**src/rtl/pipe_skid_reg.sv**
```systemverilog
// pipe_skid_reg: parametrised pipeline stage register with a valid/ready
// handshake and a two-entry skid buffer. in_ready comes straight from a
// flop, so the upstream stage never sees a combinational path from out_ready.
//
// Ports
//   clk        rising-edge clock
//   rst        asynchronous active-low reset
//   flush      synchronous flush, drops held and incoming beats
//   in_valid   upstream beat valid
//   in_ready   block can accept a beat (registered)
//   in_data    upstream payload, sampled only when in_valid & in_ready
//   out_valid  out_data holds a valid beat
//   out_ready  downstream accepts
//   out_data   payload, driven directly from the main register
//   occupancy  beats held, 0..2
//   stall_cnt  saturating count of cycles with out_valid & !out_ready
//   stall_clr  synchronous clear of stall_cnt
//
// state | meaning
// EMPTY | main and skid invalid, both hold BUBBLE_VAL
// ONE   | main valid, skid holds BUBBLE_VAL
// FULL  | main and skid valid, skid holds the younger beat

module pipe_skid_reg #(
    parameter int unsigned          DATA_W     = 32,
    parameter logic [DATA_W-1:0]    BUBBLE_VAL = '0,
    parameter int unsigned          CNT_W      = 16
) (
    input  logic              clk,
    input  logic              rst,
    input  logic              flush,
    input  logic              in_valid,
    output logic              in_ready,
    input  logic [DATA_W-1:0] in_data,
    output logic              out_valid,
    input  logic              out_ready,
    output logic [DATA_W-1:0] out_data,
    output logic [1:0]        occupancy,
    output logic [CNT_W-1:0]  stall_cnt,
    input  logic              stall_clr
);

    typedef enum logic [1:0] {
        EMPTY = 2'd0,
        ONE   = 2'd1,
        FULL  = 2'd2
    } state_t;

    localparam logic [CNT_W-1:0] CNT_MAX = '1;
    localparam logic [CNT_W-1:0] CNT_ONE = {{(CNT_W-1){1'b0}}, 1'b1};

    state_t              state_q, state_d;
    logic [DATA_W-1:0]   main_q, main_d;
    logic [DATA_W-1:0]   skid_q, skid_d;
    logic                in_ready_q, in_ready_d;
    logic [CNT_W-1:0]    stall_q, stall_d;

    logic in_fire;
    logic out_fire;

    assign out_valid = (state_q != EMPTY);
    assign in_fire   = in_valid & in_ready_q;
    assign out_fire  = out_valid & out_ready;

    always_comb begin
        state_d = state_q;
        main_d  = main_q;
        skid_d  = skid_q;

        if (flush) begin
            state_d = EMPTY;
            main_d  = BUBBLE_VAL;
            skid_d  = BUBBLE_VAL;
        end else begin
            case (state_q)
                EMPTY: begin
                    if (in_fire) begin
                        state_d = ONE;
                        main_d  = in_data;
                    end
                end
                ONE: begin
                    if (in_fire && out_fire) begin
                        main_d = in_data;
                    end else if (in_fire) begin
                        state_d = FULL;
                        skid_d  = in_data;
                    end else if (out_fire) begin
                        state_d = EMPTY;
                        main_d  = BUBBLE_VAL;
                    end
                end
                FULL: begin
                    // in_ready is low here, so only the drain side can move
                    if (out_fire) begin
                        state_d = ONE;
                        main_d  = skid_q;
                        skid_d  = BUBBLE_VAL;
                    end
                end
                default: begin
                    state_d = EMPTY;
                    main_d  = BUBBLE_VAL;
                    skid_d  = BUBBLE_VAL;
                end
            endcase
        end

        // Registering the next-state decode keeps in_ready free of any
        // same-cycle dependence on out_ready.
        in_ready_d = (state_d != FULL);

        stall_d = stall_q;
        if (stall_clr) begin
            stall_d = '0;
        end else if (out_valid && !out_ready && (stall_q != CNT_MAX)) begin
            stall_d = stall_q + CNT_ONE;
        end
    end

    always_ff @(posedge clk or negedge rst) begin
        if (!rst) begin
            state_q    <= EMPTY;
            main_q     <= BUBBLE_VAL;
            skid_q     <= BUBBLE_VAL;
            in_ready_q <= 1'b1;
            stall_q    <= '0;
        end else begin
            state_q    <= state_d;
            main_q     <= main_d;
            skid_q     <= skid_d;
            in_ready_q <= in_ready_d;
            stall_q    <= stall_d;
        end
    end

    assign in_ready  = in_ready_q;
    assign out_data  = main_q;
    assign occupancy = state_q;
    assign stall_cnt = stall_q;

endmodule

```
**config.mk**
```make
export PLATFORM = sky130hd
export DESIGN_NAME = pipe_skid_reg
export DESIGN_NICKNAME = d
export VERILOG_FILES = /design/src/rtl/pipe_skid_reg.sv
export SDC_FILE = /design/constraint.sdc
export NUM_CORES = 1
export LEC_CHECK = 0
export ABC_CLOCK_PERIOD_IN_PS = 3400
export BUFFER_PORTS_ARGS = -buffer_cell sky130_fd_sc_hd__buf_2
export CORE_UTILIZATION = 55
export CTS_BUF_LIST = sky130_fd_sc_hd__clkbuf_4 sky130_fd_sc_hd__clkbuf_8
export CTS_CLUSTER_SIZE = 30
export DETAILED_ROUTE_END_ITERATION = 10
export PLACE_DENSITY = 0.81
export SETUP_SLACK_MARGIN = 0.3
export SYNTH_ARGS = -nofsm -noshare
export SYNTH_HDL_FRONTEND = slang
export SYNTH_SLANG_ARGS = --single-unit
```
**constraint.sdc**
```tcl
create_clock -name clk -period 3.4 [get_ports clk]
set_clock_uncertainty 0.05 [all_clocks]
set_input_delay 0 -clock clk [delete_from_list [all_inputs] [get_ports clk]]
set_output_delay 0 -clock clk [all_outputs]
set_load 0.1 [all_outputs]
```
---- Word-level counts from Yosys, hierarchy flattened ----
Cells that the tools add are included.
word-level totals
  register bits after elaboration ......... 83
  input bits .............................. 38
  logic and storage cells ................. 47
cells by class
  $add $sub $neg .......................... 1
  equality and inequality tests ........... 11
  mux-type cells .......................... 19
  bitwise operators ....................... 2
  reduce and logical (&&, ||, !) cells .... 9
operators with widths
  operator                                                                count
  32-bit two-way mux                                                      8
  32-bit one-hot mux with 3 select lines                                  2
  16-bit two-way mux                                                      2
  16-bit by 1-bit adder with 16-bit output (second input constant)        1
  16-bit != test (second input constant)                                  1
  2-bit two-way mux                                                       6
  3-bit != test (second input constant)                                   4
  4-bit != test (second input constant)                                   2
  4-bit AND reduction                                                     2
  2-bit one-hot mux with 3 select lines                                   1
  2-bit != test (second input constant)                                   2
  2-bit nonzero test                                                      2
  1-bit logical AND                                                       3
  1-bit AND                                                               2
  2-bit by 1-bit equality test with 1-bit output (second input constant)  1
  2-bit equality test (second input constant)                             1
  2-bit zero test                                                         1
  1-bit zero test                                                         1

---- Logic depth before layout (Yosys ltp) ----
  word-level depth ........................ 8
  depth in mapped cells ................... 6
  gate-level depth less buffers ........... 5

---- Worst setup path before layout ----
OpenSTA, ideal clock, no wires.
  kind .................................... register to register
  from .................................... register state_q[0] (netlist: occupancy[0])
  to ...................................... register stall_q[0] (netlist: stall_cnt[0])
  setup time .............................. 0.078 ns
  arrival time ............................ 2.317 ns
  path slack .............................. 0.955 ns
  stages on the path, launching flop included .. 6
  path buffers ............................ 1
  clock period less this slack ............ 2.445 ns
  cells stage by stage .................... dfrtp_1 buf_2 or2_2 nand2b_1 or3_1 a21oi_1
on the way
  cells in the longest elaborated chain, start to end .. 4
ends and longest elaborated chain
  item                            RTL line  RTL
  from (decl)                     52        state_t state_q, state_d;
  from (signal assigned)          129       state_q <= state_d;
  2-bit nonzero test              61        assign out_valid = (state_q != EMPTY);
  via out_valid                   35        output logic out_valid,
  1-bit logical AND (2 in a row)  116       end else if (out_valid && !out_ready && (stall_q != CNT_MAX)) begin
  2-bit nonzero test (no line)    -
  to (signal assigned)            133       stall_q <= stall_d;
  to (decl)                       56        logic [CNT_W-1:0] stall_q, stall_d;
The timed path passes the listed nets, and every way through them passes these cells.
A chain may end at the register's enable or synchronous reset.

---- Worst setup path after layout ----
  from .................................... register state_q[0] (netlist: occupancy[0])
  to ...................................... register main_q[25] (netlist: out_data[25])
on the way
  cells in the longest elaborated chain, start to end .. 6
  elaborated cells between the ends (all ways) .. 14
  those cells by class .................... 6 x eq/ne; 3 x mux; 1 x bitwise; 4 x reduce/logical
ends and longest elaborated chain
  item                                    RTL line  RTL
  2-bit nonzero test                      61
  1-bit AND                               63        assign out_fire = out_valid & out_ready;
  1-bit logical AND                       83        if (in_fire && out_fire) begin
  32-bit two-way mux                      83
  32-bit one-hot mux with 3 select lines  75        case (state_q)
  32-bit two-way mux                      70        if (flush) begin
  to (signal assigned)                    130       main_q <= main_d;
  to (decl)                               53        logic [DATA_W-1:0] main_q, main_d;
Parallel ways exist; a longest one is shown, timed or not.

==> run_results.csv <==
group,metric,value,unit
status,outcome,"completed",
timing,finalSetupViolations,0,
setup_path,max_stage_delay,0.52,ns
global_route,grt_max_degree,84,
timing,period_needed,2.12,ns
synthesis,synth-edff-count,0,
timing,clock.fmax,472,MHz
timing,drv_slew,0,
synthesis,async_flop_share,100,%
setup_path,critPathBufInv,0,
clock_tree,tritoncts,"yes",
global_route,grt_pass1_vias,3398,
die,num_rows,30,
route,drcViolationCount,0,
layout,utilization,73.2,%
route,wl_per_cell,15.1,um
run,max_cap_viol_count,0,
route,ant_nets,0,
global_route,grt-ovfl-total,0,
synthesis,synthCells,404,
power,power_per_cell_area,495,nW/um^2
power,p_leak,2.41,nW
layout,diodes,0,
die,die_y,86.7,um
setup_path,worst_path_max_delay_cell,"o311a_4",
place,hpwl,5920,um
die,design.die.area,7520,um^2
timing,tightestPinTransition,1.02,ns
synthesis,ys_warn_count,0,
die,die_x,86.7,um
place,io_buffers,89,
setup_path,cp_max_fo,33,
route,vias,3456,
global_route,grt_pass1_wl,15300,um
layout,layout.nets,559,
clock_tree,postCtsSetupBuffers,0,
clock_tree,root_buffer,"clkbuf_8",
route,drtIter0Drc,214,
clock_tree,clock_path_buffers,2,
route,firstDrtPassIters,4,
timing,max_slew_margin,32.2,%
setup_path,path_delay_family,"compound AO/OA/AOI/OAI gates",
clock_tree,clk_pin_slew,0.08,ns
synthesis,yosysTopAreaCell,"dfrtp_1",
route,drt-total-wl,9370,um
synthesis,synth_cell_types,47,
timing,hold_viol_final,0,
clock_tree,htreeDepth,3,
timing,rsz0062_at_grt,"no",
synthesis,synth_commonest_cells,"dfrtp_1, nand2_1, inv_1",
setup_path,critPathCaptureType,"flop",
synthesis,synth_flop_cell,"dfrtp_1",
synthesis,synthesis.nets,443,
power,fin_total_pwr,2.49,mW
place,finalWeightedCongestion,0.865,
die,initial_core_util,57.4,%
global_route,antenna_found_initial,0,
synthesis,synth.avg_cell_area,9.76,um^2
clock_tree,cts_buffers,9,
global_route,grtUsageTotal,26.4,%
timing,tns,0,ns
layout,syn_to_final_growth,27.5,%
setup_path,start_kind,"flop",
layout,layout-drive-gt1-share,22.9,%
synthesis,yosysMostFrequentCell,"dfrtp_1",
timing,finalCritPeriodShare,62.3,%
setup_path,arrival,2.34,ns
clock_tree,clk_latency,0.36,ns
setup_path,path_cells,"nor2b_2, o311a_4, a211o_4, o21ai_1",
setup_path,cp.required,3.63,ns
clock_tree,cts_resized,0,
die,coreArea,6870,um^2
synthesis,synth-seq-cells,83,
synthesis,ys_seq_area_share,52.7,%
die,pin_count,90,
worst_hold_path,hold_class,"input pin to async pin",
clock_tree,clkSinkCount,83,
power,irDropWorstVdd,0.000280,V
synthesis,synth_area_leaders,"dfrtp_1, mux2i_1, nand2_1",
setup_path,critPathKind,"flop to flop",
synthesis,synth_area,3950,um^2
route,vias_per_cell,5.57,
synthesis,synth_top_area_share,52.0,%
==> cells in the final DEF (no fill, tap or decap), types with 2 or more instances in the layout <==
cell / count
bufinv_16: 2
a31oi_1: 2
nor4_1: 2
nand4_1: 7
a22oi_1: 32
clkinv_2: 2
nand3_1: 4
a211oi_1: 2
dlygate4sd3_1: 37
nor3_1: 4
or2_2: 2
clkbuf_4: 2
mux2i_1: 32
clkbuf_8: 9
nor2_1: 2
nand2b_1: 2
o21ai_1: 32
buf_4: 5
or3_1: 11
nand2_1: 72
a21oi_1: 13
nor2b_2: 2
inv_1: 37
dfrtp_1: 82
and4_1: 4
o21ai_0: 11
o31ai_1: 2
buf_2: 88
==> metrics by stage <==
stage	cells	worst slack [ns]	hold slack (ns)	instance area, um^2
6_report	621	1.28	0.302	5030
5_1_grt	621	1.18	0.395	5030
4_1_cts	621	1.29	0.353	5030
3_5_place_dp	568	1.29	0.195	4440
3_3_place_gp	568	1.38	0.191	4440
2_1_floorplan	404	0.955	-0.346	3950
==> power breakdown <==
group | leakage, nW | internal [mW] | switching [mW]
clock | 0.110 | 0.428 | 0.344
combinational | 1.17 | 0.144 | 0.488
sequential | 1.12 | 1.05 | 0.0393
total | 2.41 | 1.62 | 0.871
==> registers in the layout, summed over array words and instances, names as in the netlist <==
name,flops
occupancy,2
in_ready,1
out_data,32
stall_cnt,16
skid_q,32
==> worst paths after layout <==
kind / start / endpoint / slack [ns] / depth (start not counted)
max: occupancy[0] / out_data[25] / 1.28 / 4
min: rst / stall_cnt[6] / 0.30 / 2
max reg2reg: occupancy[0] / out_data[25] / 1.28 / 4
min reg2reg: out_data[23] / out_data[23] / 0.44 / 2
max in group asynchronous: rst / out_data[4] / 2.35 / 2
min in group clk: in_data[7] / skid_q[7] / 0.38 / 4
==> worst register-to-register path, stage by stage, from the launching register on <==
cell and delay [ns]:
dfrtp_1 0.51, nor2b_2 0.23, o311a_4 0.52, a211o_4 0.52, o21ai_1 0.22
==> repair_timing <==
item | 4_1_cts | 5_1_grt
hold buffers | 37 | 0
endpoints found under the setup margin | 0 | 0
hold endpoints to repair | 162 | 0
==> final cells by class <==
cell class | instances | area (um^2)
well taps | 96 | 120
fillers | 494 | 1840
multi-input cells | 258 | 1610
inverters | 37 | 139
repair buffers | 131 | 868
flip-flops and latches | 83 | 2080
clock inverters | 5 | 77.6
clock buffers | 11 | 139
==> logic make-up after synthesis <==
kind of cell	synth area share, %
AO/OA/AOI/OAI	17.3
flip-flops	52.7
adder cells (fa/ha/maj)	0.317
XOR/XNOR	0.222
AND/OR/NAND/NOR	14.2
buffers and inverters	7.07
multiplexers	8.12
==> metal layers <==
metal	up-vias	part of all wire, %	track usage, %
met4	0	2.9	13.9
met1	1668	41	32.4
met5	-	0	0
met2	116	51	44.4
li1	1645	-	-
met3	27	5.2	4.95
Note: power is estimated with default switching activity, not from simulation.
